[src/rtl/ahb_regfile_slave.sv]
// Parametrised AHB-Lite register-file slave with wait states, byte-lane writes and two-cycle ERROR.
// Optional write-lock on register DEPTH-1 bit0 is enabled by defining AHB_REGFILE_LOCK_EN.
`timescale 1ns/1ps
module ahb_regfile_slave #(
  parameter int ADDR_WIDTH  = 32,
  parameter int DATA_WIDTH  = 32,
  parameter int DEPTH       = 16,
  parameter int WAIT_STATES = 0
) (
  input  logic                  HCLK,
  input  logic                  HRESET,
  input  logic                  HSELx,
  input  logic [ADDR_WIDTH-1:0] HADDR,
  input  logic                  HWRITE,
  input  logic [2:0]            HSIZE,
  input  logic [2:0]            HBURST,
  input  logic [1:0]            HTRANS,
  input  logic                  HREADY,
  input  logic [DATA_WIDTH-1:0] HWDATA,
  output logic                  HREADYOUT,
  output logic                  HRESP,
  output logic [DATA_WIDTH-1:0] HRDATA
);

  localparam int               BYTES    = DATA_WIDTH / 8;
  localparam int               OFF_W    = $clog2(BYTES);
  localparam int               IDX_W    = $clog2(DEPTH);
  localparam logic [2:0]       MAX_SIZE = 3'(OFF_W);
  localparam logic [IDX_W-1:0] LAST_IDX = IDX_W'(DEPTH - 1);

  typedef enum logic [1:0] {D_IDLE, D_WAIT, D_ERR1, D_ERR2} state_t;

  state_t                r_state;
  state_t                w_next;
  logic [2:0]            r_cnt;
  logic [IDX_W-1:0]      r_idx;
  logic [BYTES-1:0]      r_be;
  logic                  r_write;
  logic [DATA_WIDTH-1:0] r_mem [DEPTH];

  logic             w_capture;
  logic [IDX_W-1:0] w_idx;
  logic [OFF_W-1:0] w_off;
  logic [BYTES-1:0] w_be;
  logic             w_upper;
  logic             w_misalign;
  logic             w_lock_err;
  logic             w_err;
  logic             w_done;
  logic             w_commit;
  logic             w_unused;

  assign w_capture = HSELx & HREADY & HTRANS[1];
  assign w_idx     = HADDR[OFF_W +: IDX_W];
  assign w_off     = HADDR[OFF_W-1:0];
  assign w_upper   = (HADDR >> (OFF_W + IDX_W)) != '0;
  assign w_done    = (r_state == D_WAIT) && (r_cnt == 3'd0);
  assign w_commit  = w_done & r_write;
  assign w_unused  = &{1'b0, HBURST, HTRANS[0]};

  // Address-phase decode: lane enables, alignment and error classification.
  always_comb begin
    // NOTE: every always_comb output gets a default first so no path leaves it unassigned (no latch).
    w_be       = '0;
    w_lock_err = 1'b0;
    for (int b = 0; b < BYTES; b++) begin
      if (b >= int'(w_off) && b < int'(w_off) + (1 << HSIZE)) w_be[b] = 1'b1;
    end
    w_misalign = |(w_off & OFF_W'((1 << HSIZE) - 1));
`ifdef AHB_REGFILE_LOCK_EN
    // Lock bit seen through any write to DEPTH-1 that commits this same cycle.
    if (HWRITE && w_idx != LAST_IDX) begin
      if (w_commit && r_idx == LAST_IDX && r_be[0]) w_lock_err = HWDATA[0];
      else                                          w_lock_err = r_mem[DEPTH-1][0];
    end
`endif
    w_err = w_upper | (HSIZE > MAX_SIZE) | w_misalign | w_lock_err;
  end

  always_ff @(posedge HCLK) begin
    // NOTE: sequential state uses non-blocking assignments so all flops update from pre-edge values.
    if (HRESET) begin
      r_state <= D_IDLE;
      r_cnt   <= 3'd0;
      r_idx   <= '0;
      r_be    <= '0;
      r_write <= 1'b0;
    end else begin
      r_state <= w_next;
      if (w_capture) begin
        r_cnt   <= 3'(WAIT_STATES);
        r_idx   <= w_idx;
        r_be    <= w_be;
        r_write <= HWRITE;
      end else if (r_state == D_WAIT && r_cnt != 3'd0) begin
        r_cnt <= r_cnt - 3'd1;
      end
    end
  end

  // NOTE: the register file is a flop array, so it is cleared by reset; a RAM macro could not be.
  always_ff @(posedge HCLK) begin
    if (HRESET) begin
      for (int i = 0; i < DEPTH; i++) r_mem[i] <= '0;
    end else if (w_commit) begin
      for (int b = 0; b < BYTES; b++) begin
        if (r_be[b]) r_mem[r_idx][8*b +: 8] <= HWDATA[8*b +: 8];
      end
    end
  end

  always_comb begin
    w_next = r_state;
    if (w_capture) begin
      w_next = w_err ? D_ERR1 : D_WAIT;
    end else begin
      case (r_state)
        D_WAIT:  if (r_cnt == 3'd0) w_next = D_IDLE;
        D_ERR1:  w_next = D_ERR2;
        D_ERR2:  w_next = D_IDLE;
        default: w_next = r_state;
      endcase
    end
  end

  always_comb begin
    HREADYOUT = 1'b1;
    HRESP     = 1'b0;
    HRDATA    = '0;
    case (r_state)
      D_WAIT: begin
        HREADYOUT = (r_cnt == 3'd0);
        if (w_done && !r_write) HRDATA = r_mem[r_idx];
      end
      D_ERR1: begin
        HREADYOUT = 1'b0;
        HRESP     = 1'b1;
      end
      D_ERR2:  HRESP = 1'b1;
      default: HREADYOUT = 1'b1;
    endcase
  end

endmodule

[config.mk]
export PLATFORM = sky130hd
export DESIGN_NAME = ahb_regfile_slave
export DESIGN_NICKNAME = d
export VERILOG_FILES = /design/src/rtl/ahb_regfile_slave.sv
export SDC_FILE = /design/constraint.sdc
export NUM_CORES = 1
export LEC_CHECK = 0
export CAP_MARGIN = 15
export CORE_MARGIN = 2
export CORE_UTILIZATION = 55
export DETAILED_ROUTE_END_ITERATION = 10
export GPL_TIMING_DRIVEN = 0
export PLACE_DENSITY = 0.76
export REMOVE_ABC_BUFFERS = 1
export SETUP_SLACK_MARGIN = 0.3
export SYNTH_ARGS = -nofsm -noshare
export SYNTH_HDL_FRONTEND = slang
export SYNTH_SLANG_ARGS = --single-unit
[constraint.sdc]
create_clock -name HCLK -period 2 [get_ports HCLK]
set_input_delay 0.3 -clock HCLK [delete_from_list [all_inputs] [get_ports HCLK]]
set_output_delay 0.3 -clock HCLK [all_outputs]
set_load 0.05 [all_outputs]
Word level (Yosys, flattened, before mapping)
Memories as Yosys holds them, arrays and structs flattened. A register that Yosys moved wholly into a read port is not among the register bits.
Cells that the tools add are included.
- $add $sub $neg: 3
- order comparisons: 8
- eq/ne operators: 4
- shifts and indexed selects: 1
- mux-type cells: 35
- bitwise logic cells: 6
- reduce and logical (&&, ||, !) cells: 16
- operators by type and width (kind ; number):
    $mux 32 ; 3
    $lt 3x32->1 const A ; 2
    $add 3x32->32 ; 1
    $lt 1x32->1 const A ; 1
    $lt 2x32->1 const A ; 1
    $reduce_bool 32->1 ; 1
    $reduce_or 32->1 ; 1
    $shl 1x3->32 const A ; 1
    $mux 1 ; 23
    $mux 4 ; 4
    $logic_and 1x1->1 ; 6
    $mux 2 ; 3
    $pmux 2 s3 ; 1
    $reduce_or 2->1 ; 3
    $eq 2x2->1 const B ; 2
    $ge 1x2->1 const A ; 2
    $reduce_bool 4->1 ; 1
    $and 1x1->1 ; 3
    $gt 3x2->1 const B ; 1
    $logic_not 3->1 ; 1
    $ne 3x2->1 const B ; 1
    $reduce_bool 3->1 ; 1
    $sub 3x1->3 const B ; 1
    $and 2x2->2 ; 1
    7 further kinds ; 8
- register bits: 14
- RAM bits: 512
- input bits: 77
- word-level logic and storage cells: 79
- memories kept: 1
- memories (name ; depth ; width ; read ports ; clocked after Yosys merged registers in ; wr ports ; RTL line ; RTL):
    r_mem ; 16 ; 32 ; 1 ; 1 ; 16 ; 39 ; logic [DATA_WIDTH-1:0] r_mem [DEPTH];

Logic depth before layout (Yosys ltp)
Gate-level depths: netlist (run 1).
- depth after elaboration: 8
- depth in mapped cells: 8

Worst setup path after synthesis (run 1)
OpenSTA, ideal clock, no wires.
- path type: register to output
- start: register r_state[1]
- end: output HRDATA[10]
- arrival: 1.948 ns
- data required time: 1.700 ns
- slack: -0.248 ns
- stages on the path, launching flop included: 9
- buffers on the path: 2
- cells stage by stage: dfxtp_1 > inv_1 > ha_1 > and4bb_1 > and3_1 > buf_2 > buf_2 > a22o_1 > a221o_1
- longest elaborated chain between the ends: 5
- ends and longest elaborated chain (element ; RTL line ; RTL):
    start, declared ; 33 ; state_t r_state;
    start signal, assigned ; 89 ; r_state <= w_next;
    $eq 2x1->1 (*) ; 57, 130 ;
    $logic_and 1x1->1 ; 57 ; assign w_done = (r_state == D_WAIT) && (r_cnt == 3'd0);
    $logic_and 1x1->1 ; 133 ; if (w_done && !r_write) HRDATA = r_mem[r_idx];
    $mux 32 ; 133 ;
    $mux 32 (*) ; 130 ; case (r_state)
    end, declared ; 22 ; output logic [DATA_WIDTH-1:0] HRDATA
Every way passes the cells marked *; elsewhere a longest branch is shown, timed or not.

==> metrics.txt, run 1 <==
Total Routing Usage GR 27.3%; worst min path class input pin to register; Cells after Synth 1584; fin worst setup slack -1.01 ns; violated checks setup timing; fmax around 330 MHz; post-DP HPWL roughly 36000 µm; clk_skew around 0.023 ns; overall routed net length 68700 µm; CTS tree done; worst-margin pin slew approximately 0.77 ns; status finished, violations left; reg2reg path depth 8; Setup TNS -195.14 ns; Seq/Total Area, Yosys between 60% and 70%; Critical R2R Launch r_cnt[1]$_SDFFE_PP0P_; main combinational cell family by area after synthesis simple AND/OR/NAND/NOR gates; top-area cell type share of the netlist area approximately 64%; Post-Synth Simple-Gate Area between 15 and 20%; Worst VDD drop 0.543 mV; first-pass GRT wire length approximately 90000 µm; area of the mapped netlist 0.0242 mm²; xor/xnor share of the synthesized area less than 1%; die area 0.0456 mm²; Tmin final around 3 ns; DR DRC count 0; routed vias between 15000 and 20000; Post-synth ARST share 0%; Post-synth EDFFs 512; vias in the first global route 15100; RSZ-0062 raised after global routing true; drt first-iter violations 2114; Critical Path Sink Type output port; headroom to the max-slew limit about half; Final setup violation count 922; H-tree levels 2; CTS Root Cell clkbuf_16; Crit path required time 1.70 ns; P_leak about 11 nW; Arrival @ worst endpoint around 2.7 ns; initial antenna violation count 1; startpoint types register; worst reg2reg endpoint r_mem[1][0]$_SDFFCE_PN0P_; synthesis-to-layout area growth 27.0%; fraction of layout cells with a size suffix above 1 a little under a third; Finished Cell Area a little over 0.03 mm²; CTS buffer count 52; Port Buffers approximately 110; Sink Count 530; mux share of post-synthesis cell area a little under an eighth; pre-CTS setup slack -2.14 ns; via/cell ratio between 6 and 7; WL/cell 27.6 µm; drt first pass iters 6; n_diodes 0; Worst-Skew Late Latency around 0.59 ns; most numerous cell in the Yosys netlist and2_1; GRT overflow 0; I/O Pins around 110; R2R Setup Slk -0.48 ns; Fin. Hold Viols 0; clock tree buffer depth 3; Reg clk slew, reported paths about 0.060 ns; largest net degree at the start of global routing 52; Cell Rows 76; Slew Viols, Final 0; Die Wd 214 µm; placed instance area ~0.026 mm²; adder-cell share of the synthesized area less than 1%; Post-CTS Hold Fix Bufs 0; post-route ant nets 0; initial core utilization 55.9%; largest cells by area after synthesis edfxtp_1 64%, and2_1 13%, mux4_2 12%, dfxtp_1 1.5%, o21ai_0 1.4%; post-synthesis register bit count 530; # nets final just under 2000; pwr/cell area around 760 mW/mm²; syn avg cell area 15.3 µm²; max cap viols 0; crit path capture HRDATA[20]; Die Ht ~210 µm; post-route clock period utilization 150%; most frequent cells after synthesis 513 x and2_1, 512 x edfxtp_1, 128 x mux4_2; core area between 0.04 and 0.05 mm²; ys flop type edfxtp_1; RD Place Congestion 0.770; cell taking the most area after synthesis edfxtp_1; post-synth cell types 40; Compound-Gate Fraction of Synth Area between 4 and 5%; critical path fanouts, max 8; yosys warns 0; kind of critical path register to output port
## layout make-up
class                      count  area, µm²
sequential                   530      15800
fill                        2492      12600
multi-input combinational    957       8970
timing repair buffer         313       3650
clock buffer                  66       1380
tap                          585        732
clock inverter                29        160
inverter                      10       40.0
## how the worst min path moves through the flow
stage	from	endpoint	slack [ns]	depth (start not counted)
global placement	r_write$_SDFFE_PP0P_	r_write$_SDFFE_PP0P_	0.46	2
detailed placement	r_write$_SDFFE_PP0P_	r_write$_SDFFE_PP0P_	0.46	2
global route	HWRITE	r_write$_SDFFE_PP0P_	0.27	3
CTS	HWRITE	r_write$_SDFFE_PP0P_	0.25	3
floorplan	HRESET	r_state[0]$_SDFFE_PP0P_	0.37	1
finish	HWRITE	r_write$_SDFFE_PP0P_	0.27	3
## metrics by stage
| stage | hold WS (ns) | utilization (%) | power (W) | cells |
|---|---|---|---|---|
| 3_5_place_dp | 0.462 | 60.3 | 0.0140 | 2228 |
| 6_report | 0.266 | 70.9 | 0.0233 | 2490 |
| 4_1_cts | 0.251 | 67.2 | 0.0230 | 2404 |
| 5_1_grt | 0.270 | 70.9 | 0.0239 | 2490 |
| 2_1_floorplan | 0.369 | - | 0.0134 | 1487 |
| 3_3_place_gp | 0.460 | 59.0 | 0.0140 | 2178 |
## sequential cells by signal (all words and copies together) (netlist names), named ones only
| register | count |
|---|---|
| r_idx | 4 |
| r_cnt | 3 |
| r_mem | 512 |
| r_be | 4 |
| r_state | 2 |
| r_write | 1 |
## power by group
group          switching (W)  total, W  internal, W
registers           0.000155    0.0126       0.0125
clock network        0.00415   0.00912      0.00497
logic               0.000856   0.00157     0.000714
## worst max-delay path, stage by stage, from the launching register on
cell	delay, ns
dfxtp_4	0.43
buf_12	0.17
buf_12	0.11
buf_16	0.14
mux4_2	0.56
a22o_1	0.25
a221o_1	0.28
buf_6	0.16
## layer usage
layer	part of all wire (%)	track usage [%]	routed length [µm]	vias to the layer above
met4	4.7	10.1	3250	2
met5	0.019	0	13	-
met1	35	35.3	23800	7931
met2	50	46.5	34500	1042
met3	10	4.95	7080	208
li1	-	-	-	6537
## timing repair
action,in CTS,in global routing
setup buffers,63,81
resized for setup,381,203
gates cloned,18,5
pin swaps,44,52
endpoints found under the setup margin,1061,1063
## cells by family (layout without fill, tap and decap cells)
logic type	count (synthesis)	count (layout)
buffers and inverters	107	418
XOR/XNOR	1	1
flip-flops	530	530
multiplexers	128	128
AO/OA/AOI/OAI	154	154
adder cells (fa/ha/maj)	9	9
AND/OR/NAND/NOR	655	665
## cells in the final DEF, fill, tap and decap left out, drive strengths merged, types with 2 or more instances in the layout
cell	n
nand4	3
and3	3
mux4	128
buf	236
nand3	20
clkdlybuf4s50	71
nor3	5
o21ai	67
nand2b	3
a211oi	2
nand2	25
clkinv	25
clkbuf	68
and3b	3
a2111oi	2
a221o	32
nor2b	6
a21oi	12
a31oi	2
ha	8
clkinvlp	3
nor2	71
inv	10
dfxtp	18
nor4	8
and2	513
dlygate4sd2	2
a22o	32
edfxtp	512
Power figures use the tool's default switching activity.
==> inputs of run 2 (changes only) <==
Settings changed: GPL_TIMING_DRIVEN 0 to default, SKIP_CTS_REPAIR_TIMING from default to 1.
==> run 2 against run 1 <==
  * The flow still finishes with violations (setup timing)
  * Final area shrank 3.9%
  * Utilization shrank 2.7 points
  * Clock skew shrank 0.0093 ns
  * Count of clock-buffer cells in the layout grew 3
  * Critical path depth grew 1
  * Combinational power shrank 15%
  * Maximum frequency grew 2.9%
  * Non-clock buffer count shrank 35
  * Via count shrank 6.6%
  * Die area is the same
  * Worst setup slack gained 0.085 ns
  * Largest cell class unchanged
  * Largest power group unchanged
==> metrics.txt, run 2 (synthesized netlist as in run 1, its figures left out) <==
Final setup violation count roughly 870; headroom to the max-slew limit between 50% and 60%; Slew Viols, Final 0; final core occ a little under 70%; Finished Cell Area 0.0295 mm²; violated checks setup timing; n_diodes 0; Die Ht between 200 and 250 µm; post-route clock period utilization 146%; cell chain of the critical path inv_2 > ha_4 > and4bb_2 > and3b_2 > buf_12 > a22o_1 > a221o_1 > buf_12; CP top delay family simple AND/OR/NAND/NOR gates; overall routed net length a little under 60000 µm; Port Buffers roughly 110; worst min path class input pin to register; Placed Cells 2329; placed instance area around 0.027 mm²; # nets final 1905; Reg clk slew, reported paths approximately 0.06 ns; initial antenna violation count 0; DR DRC count 0; Worst VDD drop about 0.55 mV; Finished Layout Cells between 2000 and 2500; max cap viols 0; kind of critical path register to output port; register area 0.0157 mm²; Die Wd about 210 µm; core area ~0.043 mm²; Largest register FFs a little over 500; drt first-iter violations between 1500 and 2000; pwr/cell area 775 mW/mm²; Arrival @ worst endpoint between 2 and 3 ns; clock tree buffer depth 3; hold_ws roughly 0.28 ns; RSZ-0062 raised after global routing true; most common cell after layout, fill and taps aside edfxtp_1; fmax 342 MHz; largest net degree at the start of global routing around 50; Total Routing Usage GR 25.0%; post-DP HPWL 37200 µm; Worst-Skew Late Latency slightly below 0.6 ns; Cell Rows 76; drt first pass iters 6; Critical-path top delay cell a221o_1; R2R Setup Slk -0.24 ns; Sink Count 530; Top reg by flops r_mem; routed vias roughly 15000; pre-CTS setup slack -0.500 ns; CTS Root Cell clkbuf_16; clk_skew approximately 0.014 ns; # fillers between 2000 and 3000; largest registers r_mem: 512 flops, r_be: 4 flops, r_idx: 4 flops; post-route ant nets 0; fin worst setup slack -0.923 ns; synthesis-to-layout area growth 22.1%; I/O Pins approximately 110; Critical Path Sink Type output port; Crit path required time about 1.7 ns; startpoint types register; first-pass GRT wire length 84800 µm; CP max stage delay 0.34 ns; Multi-input gate area around 0.0083 mm²; initial core utilization 55.9%; CTS buffer count 52; commonest cells after routing, fill and taps aside 512 x edfxtp_1, 510 x and2_1, 131 x buf_4; P_leak between 10 and 15 nW; die area about 0.046 mm²; fraction of layout cells with a size suffix above 1 between 20% and 30%; H-tree levels 2; Fin. Hold Viols 0; crit path buf inv count 3; worst-margin pin slew 0.731 ns; critical path fanouts, max 8; Crit path top cell by count buf_12; Tmin final 2.92 ns; GRT overflow 0; via/cell ratio approximately 6; CTS tree done; RD Place Congestion approximately 0.8; WL/cell 24.3 µm; vias in the first global route 14500; status finished, violations left
## run 2: cell count changes in the layout (fill, tap and decap cells not counted), moves of 12 or more
cell,change
buf_12,+27
buf_16,-17
buf_4,+34
buf_6,-78
nand3_4,-13
nor2_4,+12
o21ai_0,+53
o21ai_2,-12
o21ai_4,-37
## run 2: worst register-to-register path: stages, from the launching register on
cell and delay [ns]:
dfxtp_1 0.51, nor2b_1 0.31, nand3_1 0.46, o21ai_0 0.40, buf_4 0.25
## run 2: where the power goes
| group | internal (W) | switching, W | total (W) |
|---|---|---|---|
| sequential | 0.0125 | 0.000129 | 0.0126 |
| clock | 0.00495 | 0.00397 | 0.00892 |
| combinational | 0.000595 | 0.000737 | 0.00133 |
| total | 0.0180 | 0.00483 | 0.0229 |
## run 2: final timing paths
kind | startpoint | to | cells after the start
worst min-delay path | HWRITE | r_write$_SDFFE_PP0P_ | 3
worst max register to register | r_idx[1]$_SDFFE_PP0P_ | r_mem[11][31]$_SDFFCE_PN0P_ | 4
worst max-delay path | r_state[1]$_SDFFE_PP0P_ | HRDATA[16] | 8
worst min register to register | r_cnt[1]$_SDFFE_PP0P_ | r_cnt[1]$_SDFFE_PP0P_ | 2
## run 2: cell type report
type,count,area share (%)
timing repair buffer,278,10.7
tap,585,2.48
clock inverter,20,0.394
clock buffer,69,4.70
sequential,530,53.4
inverter,10,0.127
multi-input combinational,947,28.2
## run 2: layer usage
layer | global-route usage, % | routed length, µm | up-vias
met5 | 0 | 0 | -
met4 | 8.33 | 1730 | 0
met3 | 4.29 | 5110 | 119
met2 | 40.4 | 29100 | 707
met1 | 34.9 | 23300 | 7425
li1 | - | - | 6424
## run 2: stage by stage
stage	total power (W)	TNS, ns
CTS	0.0229	-32.33
detailed placement	0.0141	-72.10
global placement	0.0141	-43.23
floorplan	0.0134	-453.12
finish	0.0229	-118.67
global route	0.0235	-202.34
==> inputs of run 3 (changes only) <==
Settings changed: TNS_END_PERCENT from default to 100.
==> results of run 3 <==
Final layout, timing and power as in run 2 (identical DEF).
